[src/rtl/mod_pingpong_wr_ctrl_if.sv]
`default_nettype none
// ============================================================================
// Module   : mod_pingpong_wr_ctrl_if
// Purpose  : Bundles the mapper-side handshake, the ping-pong memory write
//            port and the symbol/bank control signals of the ping-pong write
//            controller.
// Ports    : slave  - controller view (mapper/read-side inputs in,
//                     memory write and control outputs out)
//            master - environment view (mirror of slave)
// Revision : 1.0 - initial release
// ============================================================================
interface mod_pingpong_wr_ctrl_if #(
  parameter int DATA_WIDTH = 18,
  parameter int ADDR_WIDTH = 11
);
  // Mapper side
  logic                  sym_start;
  logic [ADDR_WIDTH-1:0] sym_len;
  logic                  mod_valid_in;
  logic [DATA_WIDTH-1:0] mod_data_in;
  logic                  mod_ready;
  // Read side
  logic                  bank_release;
  // Memory write port and symbol controls
  logic                  write_enable;
  logic                  Mod_Valid_OUT;
  logic [ADDR_WIDTH-1:0] write_addr;
  logic [DATA_WIDTH-1:0] data_out;
  logic                  MOD_DONE;
  logic                  PINGPONG_SWITCH;
  logic [ADDR_WIDTH-1:0] Last_addr;
  logic                  wr_bank;
  logic [1:0]            banks_full;
  logic                  err;

  modport slave (
    input  sym_start, sym_len, mod_valid_in, mod_data_in, bank_release,
    output mod_ready, write_enable, Mod_Valid_OUT, write_addr, data_out,
           MOD_DONE, PINGPONG_SWITCH, Last_addr, wr_bank, banks_full, err
  );

  modport master (
    output sym_start, sym_len, mod_valid_in, mod_data_in, bank_release,
    input  mod_ready, write_enable, Mod_Valid_OUT, write_addr, data_out,
           MOD_DONE, PINGPONG_SWITCH, Last_addr, wr_bank, banks_full, err
  );
endinterface
`default_nettype wire

[src/rtl/mod_pingpong_wr_ctrl.sv]
`default_nettype none
// ============================================================================
// Module   : mod_pingpong_wr_ctrl
// Purpose  : Write-side controller for the mapper->FFT ping-pong symbol
//            memory. Accepts mapper samples under valid/ready, produces
//            1-based write addresses and strobes, per-symbol completion
//            pulses (MOD_DONE / PINGPONG_SWITCH / Last_addr) and tracks
//            occupancy of the two banks, stalling the mapper when both
//            banks hold undrained symbols.
// Ports    : CLK  - clock
//            RST  - asynchronous active-low reset
//            bus  - mod_pingpong_wr_ctrl_if.slave (handshake, memory write
//                   port, bank accounting and error flag)
// Revision : 1.0 - initial release
// ============================================================================
module mod_pingpong_wr_ctrl #(
  parameter int DATA_WIDTH = 18,
  parameter int MEM_DEPTH  = 1200,
  parameter int ADDR_WIDTH = 11
) (
  input  logic                  CLK,
  input  logic                  RST,
  mod_pingpong_wr_ctrl_if.slave bus
);

  localparam logic [ADDR_WIDTH-1:0] c_mem_depth = ADDR_WIDTH'(MEM_DEPTH);

  typedef enum logic [1:0] {
    S_IDLE      = 2'd0,
    S_WAIT_BANK = 2'd1,
    S_WRITE     = 2'd2,
    S_DONE      = 2'd3
  } state_t;

  state_t                r_state;
  state_t                w_state_nxt;

  logic [ADDR_WIDTH-1:0] r_cnt;
  logic [ADDR_WIDTH-1:0] r_len;
  logic                  r_we;
  logic [ADDR_WIDTH-1:0] r_addr;
  logic [DATA_WIDTH-1:0] r_data;
  logic                  r_done;
  logic [ADDR_WIDTH-1:0] r_last;
  logic                  r_wr_bank;
  logic [1:0]            r_banks_full;
  logic                  r_err;

  logic                  w_ready;
  logic                  w_accept;
  logic [ADDR_WIDTH-1:0] w_cnt_inc;
  logic                  w_len_ok;
  logic                  w_done_inc;
  logic                  w_rel_ok;
  logic [1:0]            w_bf_next;
  logic                  w_bank_avail;
  logic                  w_load;
  logic                  w_err_set;

  assign w_ready    = (r_state == S_WRITE);
  assign w_accept   = bus.mod_valid_in && w_ready;
  assign w_cnt_inc  = r_cnt + ADDR_WIDTH'(1);
  assign w_len_ok   = (bus.sym_len != '0) && (bus.sym_len <= c_mem_depth);
  assign w_done_inc = (r_state == S_DONE);
  // A release with nothing completed is a protocol error and does not count.
  assign w_rel_ok   = bus.bank_release && (r_banks_full != 2'd0);
  assign w_bf_next  = r_banks_full + {1'b0, w_done_inc} - {1'b0, w_rel_ok};
  // Availability is judged on the occupancy after this cycle's completion
  // and release, so a start in DONE cannot over-fill and a release seen in
  // WAIT_BANK lets writing resume on the very next cycle.
  assign w_bank_avail = (w_bf_next < 2'd2);

  assign w_err_set =
      (bus.sym_start && ((r_state == S_IDLE) || (r_state == S_DONE)) && !w_len_ok)
    || (bus.sym_start && ((r_state == S_WAIT_BANK) || (r_state == S_WRITE)))
    || (bus.mod_valid_in && !w_ready)
    || (bus.bank_release && (r_banks_full == 2'd0));

  // --------------------------------------------------------------------------
  // FSM state register
  // --------------------------------------------------------------------------
  always_ff @(posedge CLK or negedge RST) begin
    if (!RST) begin
      r_state <= S_IDLE;
    end else begin
      r_state <= w_state_nxt;
    end
  end

  // --------------------------------------------------------------------------
  // FSM next state; DONE accepts a new start exactly like IDLE
  // --------------------------------------------------------------------------
  always_comb begin
    w_state_nxt = r_state;
    w_load      = 1'b0;
    case (r_state)
      S_IDLE, S_DONE: begin
        if (r_state == S_DONE) begin
          w_state_nxt = S_IDLE;
        end
        if (bus.sym_start && w_len_ok) begin
          w_load      = 1'b1;
          w_state_nxt = w_bank_avail ? S_WRITE : S_WAIT_BANK;
        end
      end
      S_WAIT_BANK: begin
        if (w_bank_avail) begin
          w_state_nxt = S_WRITE;
        end
      end
      S_WRITE: begin
        if (w_accept && (w_cnt_inc == r_len)) begin
          w_state_nxt = S_DONE;
        end
      end
      default: begin
        w_state_nxt = S_IDLE;
      end
    endcase
  end

  // --------------------------------------------------------------------------
  // Datapath, completion controls and bank accounting
  // --------------------------------------------------------------------------
  always_ff @(posedge CLK or negedge RST) begin
    if (!RST) begin
      r_cnt        <= '0;
      r_len        <= '0;
      r_we         <= 1'b0;
      r_addr       <= '0;
      r_data       <= '0;
      r_done       <= 1'b0;
      r_last       <= '0;
      r_wr_bank    <= 1'b1;
      r_banks_full <= 2'd0;
      r_err        <= 1'b0;
    end else begin
      if (w_load) begin
        r_len <= bus.sym_len;
        r_cnt <= '0;
      end else if (w_accept) begin
        r_cnt <= w_cnt_inc;
      end

      // Address and data hold their last values through gaps.
      r_we <= w_accept;
      if (w_accept) begin
        r_addr <= w_cnt_inc;
        r_data <= bus.mod_data_in;
      end

      // r_len still holds the finishing symbol's length here even if a new
      // start loads r_len on this same edge.
      r_done <= w_done_inc;
      if (w_done_inc) begin
        r_last    <= r_len;
        r_wr_bank <= ~r_wr_bank;
      end

      r_banks_full <= w_bf_next;

      if (w_err_set) begin
        r_err <= 1'b1;
      end
    end
  end

  assign bus.mod_ready       = w_ready;
  assign bus.write_enable    = r_we;
  assign bus.Mod_Valid_OUT   = r_we;
  assign bus.write_addr      = r_addr;
  assign bus.data_out        = r_data;
  assign bus.MOD_DONE        = r_done;
  assign bus.PINGPONG_SWITCH = r_done;
  assign bus.Last_addr       = r_last;
  assign bus.wr_bank         = r_wr_bank;
  assign bus.banks_full      = r_banks_full;
  assign bus.err             = r_err;

endmodule
`default_nettype wire

[src/flat_wrapper.sv]
// flat-port wrapper written by rule: the top's interface ports become plain ports
module mod_pingpong_wr_ctrl_flat 
#(
  parameter int DATA_WIDTH = 18,
  parameter int MEM_DEPTH  = 1200,
  parameter int ADDR_WIDTH = 11
)
  (CLK, RST, bus_sym_start, bus_sym_len, bus_mod_valid_in, bus_mod_data_in, bus_bank_release, bus_mod_ready, bus_write_enable, bus_Mod_Valid_OUT, bus_write_addr, bus_data_out, bus_MOD_DONE, bus_PINGPONG_SWITCH, bus_Last_addr, bus_wr_bank, bus_banks_full, bus_err);
  mod_pingpong_wr_ctrl_if #(.DATA_WIDTH(DATA_WIDTH), .ADDR_WIDTH(ADDR_WIDTH)) bus_i ();
  input  logic CLK;
  input  logic RST;
  input wire logic [$bits(bus_i.sym_start)-1:0] bus_sym_start;
  input wire logic [$bits(bus_i.sym_len)-1:0] bus_sym_len;
  input wire logic [$bits(bus_i.mod_valid_in)-1:0] bus_mod_valid_in;
  input wire logic [$bits(bus_i.mod_data_in)-1:0] bus_mod_data_in;
  input wire logic [$bits(bus_i.bank_release)-1:0] bus_bank_release;
  output wire logic [$bits(bus_i.mod_ready)-1:0] bus_mod_ready;
  output wire logic [$bits(bus_i.write_enable)-1:0] bus_write_enable;
  output wire logic [$bits(bus_i.Mod_Valid_OUT)-1:0] bus_Mod_Valid_OUT;
  output wire logic [$bits(bus_i.write_addr)-1:0] bus_write_addr;
  output wire logic [$bits(bus_i.data_out)-1:0] bus_data_out;
  output wire logic [$bits(bus_i.MOD_DONE)-1:0] bus_MOD_DONE;
  output wire logic [$bits(bus_i.PINGPONG_SWITCH)-1:0] bus_PINGPONG_SWITCH;
  output wire logic [$bits(bus_i.Last_addr)-1:0] bus_Last_addr;
  output wire logic [$bits(bus_i.wr_bank)-1:0] bus_wr_bank;
  output wire logic [$bits(bus_i.banks_full)-1:0] bus_banks_full;
  output wire logic [$bits(bus_i.err)-1:0] bus_err;
  assign bus_i.sym_start = bus_sym_start;
  assign bus_i.sym_len = bus_sym_len;
  assign bus_i.mod_valid_in = bus_mod_valid_in;
  assign bus_i.mod_data_in = bus_mod_data_in;
  assign bus_i.bank_release = bus_bank_release;
  assign bus_mod_ready = bus_i.mod_ready;
  assign bus_write_enable = bus_i.write_enable;
  assign bus_Mod_Valid_OUT = bus_i.Mod_Valid_OUT;
  assign bus_write_addr = bus_i.write_addr;
  assign bus_data_out = bus_i.data_out;
  assign bus_MOD_DONE = bus_i.MOD_DONE;
  assign bus_PINGPONG_SWITCH = bus_i.PINGPONG_SWITCH;
  assign bus_Last_addr = bus_i.Last_addr;
  assign bus_wr_bank = bus_i.wr_bank;
  assign bus_banks_full = bus_i.banks_full;
  assign bus_err = bus_i.err;
  mod_pingpong_wr_ctrl #(.DATA_WIDTH(DATA_WIDTH), .MEM_DEPTH(MEM_DEPTH), .ADDR_WIDTH(ADDR_WIDTH)) u_core (.CLK(CLK), .RST(RST), .bus(bus_i));
endmodule
[config.mk]
export PLATFORM = sky130hd
export DESIGN_NAME = mod_pingpong_wr_ctrl_flat
export DESIGN_NICKNAME = d
export VERILOG_FILES = /design/src/rtl/mod_pingpong_wr_ctrl_if.sv /design/src/rtl/mod_pingpong_wr_ctrl.sv /design/src/flat_wrapper.sv
export SDC_FILE = /design/constraint.sdc
export NUM_CORES = 1
export LEC_CHECK = 0
export BUFFER_PORTS_ARGS = -buffer_cell sky130_fd_sc_hd__clkbuf_2
export CAP_MARGIN = 20
export CELL_PAD_IN_SITES_DETAIL_PLACEMENT = 1
export CELL_PAD_IN_SITES_GLOBAL_PLACEMENT = 1
export CORE_UTILIZATION = 40
export DETAILED_ROUTE_END_ITERATION = 8
export PLACE_DENSITY_LB_ADDON = 0.1
export SYNTH_ARGS = -nofsm -noshare
export SYNTH_HDL_FRONTEND = slang
export SYNTH_SLANG_ARGS = --single-unit
[constraint.sdc]
create_clock -name CLK -period 3.7 [get_ports CLK]
set_clock_uncertainty 0.2 [all_clocks]
set_input_delay 0.185 -clock CLK [delete_from_list [all_inputs] [get_ports CLK]]
set_output_delay 0.185 -clock CLK [all_outputs]
set_load 0.05 [all_outputs]
==> impl_metrics.yaml, run 1 <==
place:
  finalWeightedCongestion: 0.858
  port_buffers: 82
  placed_cell_area_um2: 3790
  hpwl_um: 5640
floorplan:
  die-area_um2: 8640
  boundaryPins: 83
  rows: 32
  core_um2: 7850
  start_util_pct: 42.2
  die_width_um: 93.0
  dieHeight_um: 93.0
clocking:
  root_buffer: "clkbuf_8"
  cts.hold.buffers_added: 33
  path_clk_slew_ps: 80
  cts_setup_buffers: 0
  clock_sinks: 70
  ctsResizeCount: 0
  clockBufferDepth: 2
  numCtsBuffers: 9
  cts_tree: "built"
  htreeDepth: 3
  clk_latency_ps: 350
grt:
  met1_usage_pct: 28.4
  grt_pass1_wl_um: 14200
  grt-ovfl-total: 0
  grt_antenna_before_repair: 1
  grt_use_total_pct: 21.6
  grtUsageMet2_pct: 34.8
  grt_most_used_layer: "met2"
  grt_use_met3_pct: 3.94
  grt_pass1_vias: 2805
  grt_max_degree: 71
sta:
  tightest_slew_ps: 899
  fin_crit_ps: 2840
  min_period_over_period_pct: 76.9
  setup_violations: 0
  hold_viol_final: 0
  slew_violations: 0
  rsz0062_at_grt: "false"
  fmax_ghz: 0.352
  setup-tns-final_ps: 0
  slew_headroom_pct: 40.1
cells_and_area:
  nets: 478
  drive_gt1_share_pct: 29.8
  fill_cells: 914
  syn2layout_area_growth_pct: 30.8
  design_area_um2: 4330
  finish.utilization_pct: 55.1
routing:
  routed_wl_um: 8530
  via_per_inst: 4.95
  num_vias: 2700
  wl_per_cell_um: 15.6
  drcViolationCount: 0
  postRouteAntennaNets: 0
  drt_pass1_iterations: 4
  first_iter_violations: 71
power:
  ir_worst_vdd_uv: 477
  p_per_area_nw_per_um2: 882
  p_total_mw: 3.82
  power.leakage_nw: 2.07
logic_synthesis:
  synthCells: 327
  synth.distinct_cells: 42
  ys_seq_elements: 70
  syn-cell-area_um2: 3310
  synth_edf_count: 0
  synth_ff_type: "dfrtp_1"
  async_flop_share_pct: 100
  synth_area_per_cell_um2: 10.1
  synth_nets: 367
  synth_warnings: 0
  yosysSeqAreaShare_pct: 53.0
worst_setup_path:
  cp_data_required_time_ps: 3730
  path_cells: "nor2_1, nor2b_1, ha_1, inv_1, ha_1, xnor2_1, xnor2_1, a21oi_1, o21ai_0, a2111oi_2, a31oi_1, mux2_1"
  worstReg2RegStart: "u_core.bus.banks_full[1]"
  crit_path_end_kind: "flip-flop"
  critPathMaxStageDelay_ps: 420
  crit_family: "compound AO/OA/AOI/OAI gates"
  timing_worst_setup_path_type: "reg -> reg"
  crit_fanout: 4
  arrival_ps: 2880
  cp.buffers_inverters: 1
  cp-startpoint: "u_core.bus.banks_full[1]"
  cp-start-kind: "flip-flop"
  cp_slowest_cell: "dfrtp_1"
status:
  outcome: "finished clean"
hold_path:
  worstHoldStart: "bus_sym_start"
  hp-class: "in -> reg"
job:
  drv_cap: 0
## Yosys cell counts (2+ instances only)
cell type / instances / area share [%]
nor3_1: 6 / 0.91
a31oi_1: 3 / 0.57
clkbuf_1: 8 / 0.91
o21ai_0: 17 / 2.6
nand3_1: 2 / 0.30
mux2_2: 21 / 7.1
buf_2: 7 / 1.1
nor4_1: 3 / 0.57
buf_1: 3 / 0.34
a21oi_1: 4 / 0.60
xnor2_1: 19 / 5.0
nor2_1: 19 / 2.2
nor2b_1: 2 / 0.38
and3_1: 2 / 0.38
ha_1: 6 / 2.3
xor2_1: 13 / 3.4
nor3b_1: 3 / 0.68
dfrtp_1: 69 / 52
inv_1: 8 / 0.91
nand4_1: 5 / 0.95
nand2_1: 82 / 9.3
a211oi_1: 2 / 0.45
or3_1: 2 / 0.38
buf_4: 2 / 0.45
mux2_1: 2 / 0.68
## final cells by class
cell class	instances	area, um^2	area share (%)
Inverter	9	33.8	0.781
Clock buffer	9	124	2.86
Timing Repair Buffer	121	786	18.2
Antenna cell	1	2.50	0.0578
Multi-Input combinational cell	227	1420	32.8
Sequential cell	70	1750	40.5
Tap cell	102	128	2.95
Clock inverter	7	81.3	1.88
## routing by layer
metal | share of wire [%] | vias up
met5 | 0 | -
met4 | 2.1 | 0
met3 | 2.7 | 15
met2 | 49 | 56
met1 | 47 | 1324
li1 | - | 1305
## worst paths after layout
kind	end	slack, ps	cells past startpoint
max in group asynchronous	u_core.r_len[3]	2330	3
setup reg to reg	u_core.r_state[0]	860	12
hold reg to reg	u_core.bus.data_out[4]	280	2
setup / recovery	u_core.r_state[0]	860	12
min in group asynchronous	u_core.r_cnt[7]	360	3
hold / removal	u_core.r_state[0]	150	4
## power by group
group	switching [mW]	leakage [nW]	internal [mW]
Clock	0.325	0.0944	0.320
Combinational	1.32	1.10	0.556
Sequential	0.242	0.880	1.06
Total	1.88	2.07	1.93
## registers in the layout (all words and copies together) (netlist names)
name,count
u_core.bus.data_out,18
u_core.bus.Last_addr,11
u_core.bus.write_addr,11
u_core.r_cnt,11
u_core.r_len,11
u_core.bus.banks_full,2
u_core.r_state,2
u_core.bus.MOD_DONE,1
u_core.bus.Mod_Valid_OUT,1
u_core.bus.err,1
u_core.bus.wr_bank,1
## cell usage in the layout, fill, tap and decap left out, types with 3 or more instances in the layout
cell / instances
a21oi_1: 4
clkinvlp_4: 3
nor4_1: 3
clkbuf_2: 81
clkbuf_8: 9
nor2_1: 19
o21ai_0: 17
dlygate4sd3_1: 33
dfrtp_1: 69
xnor2_1: 19
nor3_1: 6
buf_4: 6
xor2_1: 13
nand4_1: 5
mux2_2: 21
nand2_1: 82
a31oi_1: 3
nor3b_1: 3
inv_1: 8
ha_1: 6
## metrics by stage
stage          hold WS (ps)  instances  worst slack [ps]
2_1_floorplan          -311        327               857
3_3_place_gp            176        496               987
3_5_place_dp            181        496               869
4_1_cts                96.3        545               862
5_1_grt                 137        546               645
6_report                150        546               855
## worst min-delay path, delay by kind of cell
family	cells	cell delay [ps]
AND/OR/NAND/NOR	1	90
buffers and inverters	1	140
AO/OA/AOI/OAI	1	100
multiplexers	1	140
## cell families after synthesis
logic type	after synthesis	share of synthesized area [%]
AND/OR/NAND/NOR	132	17.7
flip-flops	70	53.0
AO/OA/AOI/OAI	34	6.62
XOR/XNOR	32	8.47
buffers and inverters	30	4.12
multiplexers	23	7.83
adder cells (fa/ha/maj)	6	2.27
(Power assumes the default switching activity.)
==> inputs of run 2 (changes only) <==
clock period = 2.87 ns   (was 3.7 ns; I/O delays follow)
==> run 2 against run 1 <==
Against the previous run: power grew 31%; die area is the same; critical endpoint is now u_core.r_state[1]; sequential power grew 29%; final area grew 2.1%; global-route usage shrank 0.38 points; via count grew 1.1%.
==> impl_metrics.yaml, run 2 (synthesized netlist as in run 1, its figures left out) <==
routing:
  drcViolationCount: 0
  num_vias: 2730
  wl_per_cell_um: 15.9
  routed_wl_um: 8750
  first_iter_violations: 80
  postRouteAntennaNets: 0
  via_per_inst: 4.97
  drt_pass1_iterations: 4
sta:
  min_period_over_period_pct: 97.4
  worst_slack_ps: 74.4
  rsz0062_at_grt: "true"
  whs_ps: 92.5
  hold_viol_final: 0
  fin_crit_ps: 2800
  tightest_slew_ps: 714
  slew_violations: 0
  fmax_ghz: 0.358
  slew_headroom_pct: 52.4
  setup_violations: 0
cells_and_area:
  syn2layout_area_growth_pct: 33.5
  design_area_um2: 4420
  stdcell_count: 549
  drive_gt1_share_pct: 33.1
  largest_register_ffs: 18
  fill_cells: 908
  nets: 482
  layout_common_cells: "nand2_1, clkbuf_2, dfrtp_1"
  diodes: 0
  final_common_cell: "nand2_1"
worst_setup_path:
  arrival_ps: 2830
  cp.buffers_inverters: 2
  crit_fanout: 5
  crit_path_end_kind: "flip-flop"
  cp_data_required_time_ps: 2900
  path_cells: "dlygate4sd3_1, clkbuf_2, nor4_1, o22ai_1, a31oi_1, o21ai_2, a2111oi_4, a31oi_2, mux2_4"
  timing_worst_setup_path_type: "in -> reg"
  cp_slowest_cell: "dlygate4sd3_1"
  cp-start-kind: "primary input"
  crit_family: "compound AO/OA/AOI/OAI gates"
  critPathMaxStageDelay_ps: 530
power:
  ir_worst_vdd_uv: 581
  power.leakage_nw: 2.11
  p_per_area_nw_per_um2: 1130
grt:
  grt_antenna_before_repair: 0
  grt_pass1_vias: 2838
  grt_use_total_pct: 21.2
  grt_pass1_wl_um: 14000
  grt_max_degree: 47
  grt-ovfl-total: 0
place:
  port_buffers: 82
  dp.cells: 499
  finalWeightedCongestion: 0.782
  placed_cell_area_um2: 3820
  hpwl_um: 5800
  dp_slack_ps: 30.6
clocking:
  clk_latency_ps: 350
  numCtsBuffers: 9
  clockBufferDepth: 2
  path_clk_slew_ps: 80
  clock_sinks: 70
  root_buffer: "clkbuf_8"
  htreeDepth: 3
  cts_tree: "built"
floorplan:
  core_um2: 7850
  die_width_um: 93.0
  dieHeight_um: 93.0
  rows: 32
  start_util_pct: 42.2
  die-area_um2: 8640
  boundaryPins: 83
status:
  outcome: "finished clean"
hold_path:
  hp-class: "in -> reg"
job:
  drv_cap: 0
-- run 2: what timing repair did --
action / CTS / global route
endpoints found under the hold margin: 60 / 0
endpoints found under the setup margin: 0 / 2
buffers inserted: 0 / 1
gates resized for setup: 0 / 16
hold buffers: 33 / 0
-- run 2: path summary, 6_finish.rpt --
| kind | startpoint | to | slack [ps] | cells past startpoint |
|---|---|---|---|---|
| max | bus_sym_len[1] | u_core.r_state[1] | 70 | 9 |
| min | bus_sym_start | u_core.r_state[0] | 90 | 4 |
| max reg2reg | u_core.bus.banks_full[0] | u_core.r_state[1] | 80 | 12 |
| min reg2reg | u_core.bus.write_addr[2] | u_core.bus.write_addr[2] | 280 | 2 |
| max in group asynchronous | RST | u_core.bus.wr_bank | 1570 | 3 |
| min in group asynchronous | RST | u_core.bus.write_addr[9] | 170 | 2 |
-- run 2: power by group --
part | total [mW] | leakage [nW] | internal [mW] | switching [mW]
combinational | 2.58 | 1.14 | 0.811 | 1.77
sequential | 1.68 | 0.879 | 1.37 | 0.315
clock | 0.743 | 0.0853 | 0.341 | 0.402
-- run 2: stage by stage --
stage          util [%]  setup TNS, ps  power, mW
6_report           56.3              0       5.00
5_1_grt            56.3           -152       5.30
4_1_cts            55.3              0       4.88
3_5_place_dp       48.7              0       4.09
3_3_place_gp       48.7              0       4.01
2_1_floorplan         -              0       3.46
-- run 2: layout make-up --
type / instances / area [um^2] / share of cell area [%]
repair buffers: 125 / 828 / 18.7
inverters: 9 / 33.8 / 0.765
flip-flops and latches: 70 / 1750 / 39.7
clock inverters: 6 / 45.0 / 1.02
multi-input cells: 227 / 1490 / 33.8
well taps: 102 / 128 / 2.89
clock buffers: 10 / 138 / 3.12
-- run 2: worst min-delay path: stages --
cell and delay [ps]:
clkbuf_2 130, nand4_1 90, o21ai_0 100, mux2_4 150
-- run 2: per-layer routing --
layer	track usage, %	vias to the layer above	share of wire, %
met2	36.0	55	51
li1	-	1314	-
met3	3.86	11	2.9
met5	0	-	0
met1	27.0	1350	45
met4	7.44	0	1.3
==> inputs of run 3 (changes only) <==
CORE_ASPECT_RATIO = 0.5   (was not set)
CTS_BUF_LIST = sky130_fd_sc_hd__clkbuf_16   (was not set)
==> run 3 against run 2 <==
Against the previous run: die area is 0.26% higher; non-clock buffer count up 4; power rose by 17%; core utilization grew 2.0 points; critical path depth fell by 1; via count rose by 2.5%; highest routed layer unchanged.
==> impl_metrics.yaml, run 3 (synthesized netlist as in run 1, its figures left out) <==
place:
  finalWeightedCongestion: 0.811
  placed_cell_area_um2: 3830
  dp_slack_ps: -14.7
  hpwl_um: 5990
  port_buffers: 82
  dp.cells: 508
power:
  p_int_mw: 3.26
  p_sw_share_pct: 44.4
  pwr-share-comb_pct: 46.6
  p_total_mw: 5.86
  ir_worst_vdd_uv: 684
  power.switching_mw: 2.60
  p_per_area_nw_per_um2: 1250
  pwr-share-clk_pct: 24.7
  power_frac_seq_pct: 28.8
  power.leakage_nw: 2.23
sta:
  worst_slack_ps: 96.8
  tightest_slew_ps: 489
  fin_crit_ps: 2770
  whs_ps: 129
  fmax_ghz: 0.361
  setup-tns-final_ps: 0
  setup_violations: 0
  slew_violations: 0
  min_period_over_period_pct: 96.6
  slew_headroom_pct: 67.3
  hold_viol_final: 0
routing:
  via_per_inst: 4.97
  drt_pass1_iterations: 4
  first_iter_violations: 126
  routed_wl_um: 9730
  num_vias: 2797
  postRouteAntennaNets: 0
  wl_per_cell_um: 17.3
  drcViolationCount: 0
worst_setup_path:
  arrival_ps: 2800
  timing_worst_setup_path_type: "reg -> reg"
  crit_path_end_kind: "flip-flop"
  cp-start-kind: "flip-flop"
  cp_data_required_time_ps: 2890
  crit_fanout: 5
clocking:
  numCtsBuffers: 9
  clockBufferDepth: 2
  cts_tree: "built"
  path_clk_slew_ps: 60
  clock_sinks: 70
  htreeDepth: 3
  root_buffer: "clkbuf_16"
  clk_latency_ps: 340
grt:
  grt_pass1_wl_um: 15600
  grt_use_total_pct: 24.9
  grt_max_degree: 71
  grt_pass1_vias: 2976
  grt-ovfl-total: 0
  grt_antenna_before_repair: 0
floorplan:
  boundaryPins: 83
  rows: 23
  core_um2: 8000
  die-area_um2: 8660
  start_util_pct: 41.4
  dieHeight_um: 66.3
  die_width_um: 131
hold_path:
  hp-class: "in -> reg"
job:
  drv_cap: 0
status:
  outcome: "finished clean"
cells_and_area:
  design_area_um2: 4670
  syn2layout_area_growth_pct: 41.0
  diodes: 0
  final_common_cell: "nand2_1"
  layout_common_cells: "nand2_1, clkbuf_2, dfrtp_1"
  nets: 486
  fill_cells: 902
  finish.utilization_pct: 58.3
  largest_register_ffs: 18
  drive_gt1_share_pct: 33.9
  stdcell_count: 563
==> run 3: cell count changes in the layout (fill, tap and decap cells not counted), sizes merged <==
cell | before | now
inv | 10 | 8
clkbuf | 91 | 90
bufinv | 0 | 5
clkinv | 2 | 3
buf | 11 | 15
clkinvlp | 3 | 0
==> run 3: layout make-up <==
| cell class | count | area (um^2) | share of cell area (%) |
|---|---|---|---|
| inverters | 9 | 33.8 | 0.724 |
| flip-flops and latches | 70 | 1750 | 37.6 |
| clock buffers | 9 | 225 | 4.83 |
| well taps | 112 | 140 | 3.00 |
| repair buffers | 129 | 858 | 18.4 |
| multi-input cells | 227 | 1500 | 32.1 |
| clock inverters | 7 | 160 | 3.43 |
==> run 3: power by group through the flow <==
stage	clock [mW]	sequential, mW	combinational [mW]
3_3_place_gp	0	1.66	2.38
4_1_cts	1.47	1.68	2.57
5_1_grt	1.51	1.74	2.91
6_report	1.45	1.68	2.73
3_5_place_dp	0	1.68	2.45
2_1_floorplan	0	2.51	0.949
==> run 3: final timing paths <==
| check | slack (ps) | startpoint | end | depth (start not counted) |
|---|---|---|---|---|
| hold reg to reg | 270 | u_core.bus.data_out[15] | u_core.bus.data_out[15] | 2 |
| setup / recovery | 100 | u_core.r_cnt[1] | u_core.r_state[0] | 8 |
| max in group asynchronous | 1970 | RST | u_core.bus.wr_bank | 3 |
| hold / removal | 130 | bus_sym_start | u_core.r_state[0] | 4 |
| min in group asynchronous | 150 | RST | u_core.bus.write_addr[10] | 3 |
| setup reg to reg | 100 | u_core.r_cnt[1] | u_core.r_state[0] | 8 |
==> run 3: critical path, cell delays in order (launching register included) <==
cell and delay (ps):
dfrtp_1 390, ha_2 230, and3_2 240, nand3_2 170, xnor2_1 180, or3_1 360
a2111oi_4 390, a31oi_4 170, mux2_4 320
==> run 3: what timing repair did <==
action                                  CTS  global route
endpoints found under the setup margin    2             2
hold buffers                             33             0
pin swaps                                 5             6
resized for setup                         6            10
endpoints found under the hold margin   100             0
buffers inserted                          1             5
cloned                                    0             0
==> run 3: metal layers <==
layer	up-vias	part of all wire (%)	GRT usage, %
met5	-	0	0
met4	0	1.1	7.76
met3	9	4.7	8.17
met2	66	51	43.0
met1	1402	43	29.5
li1	1320	-	-
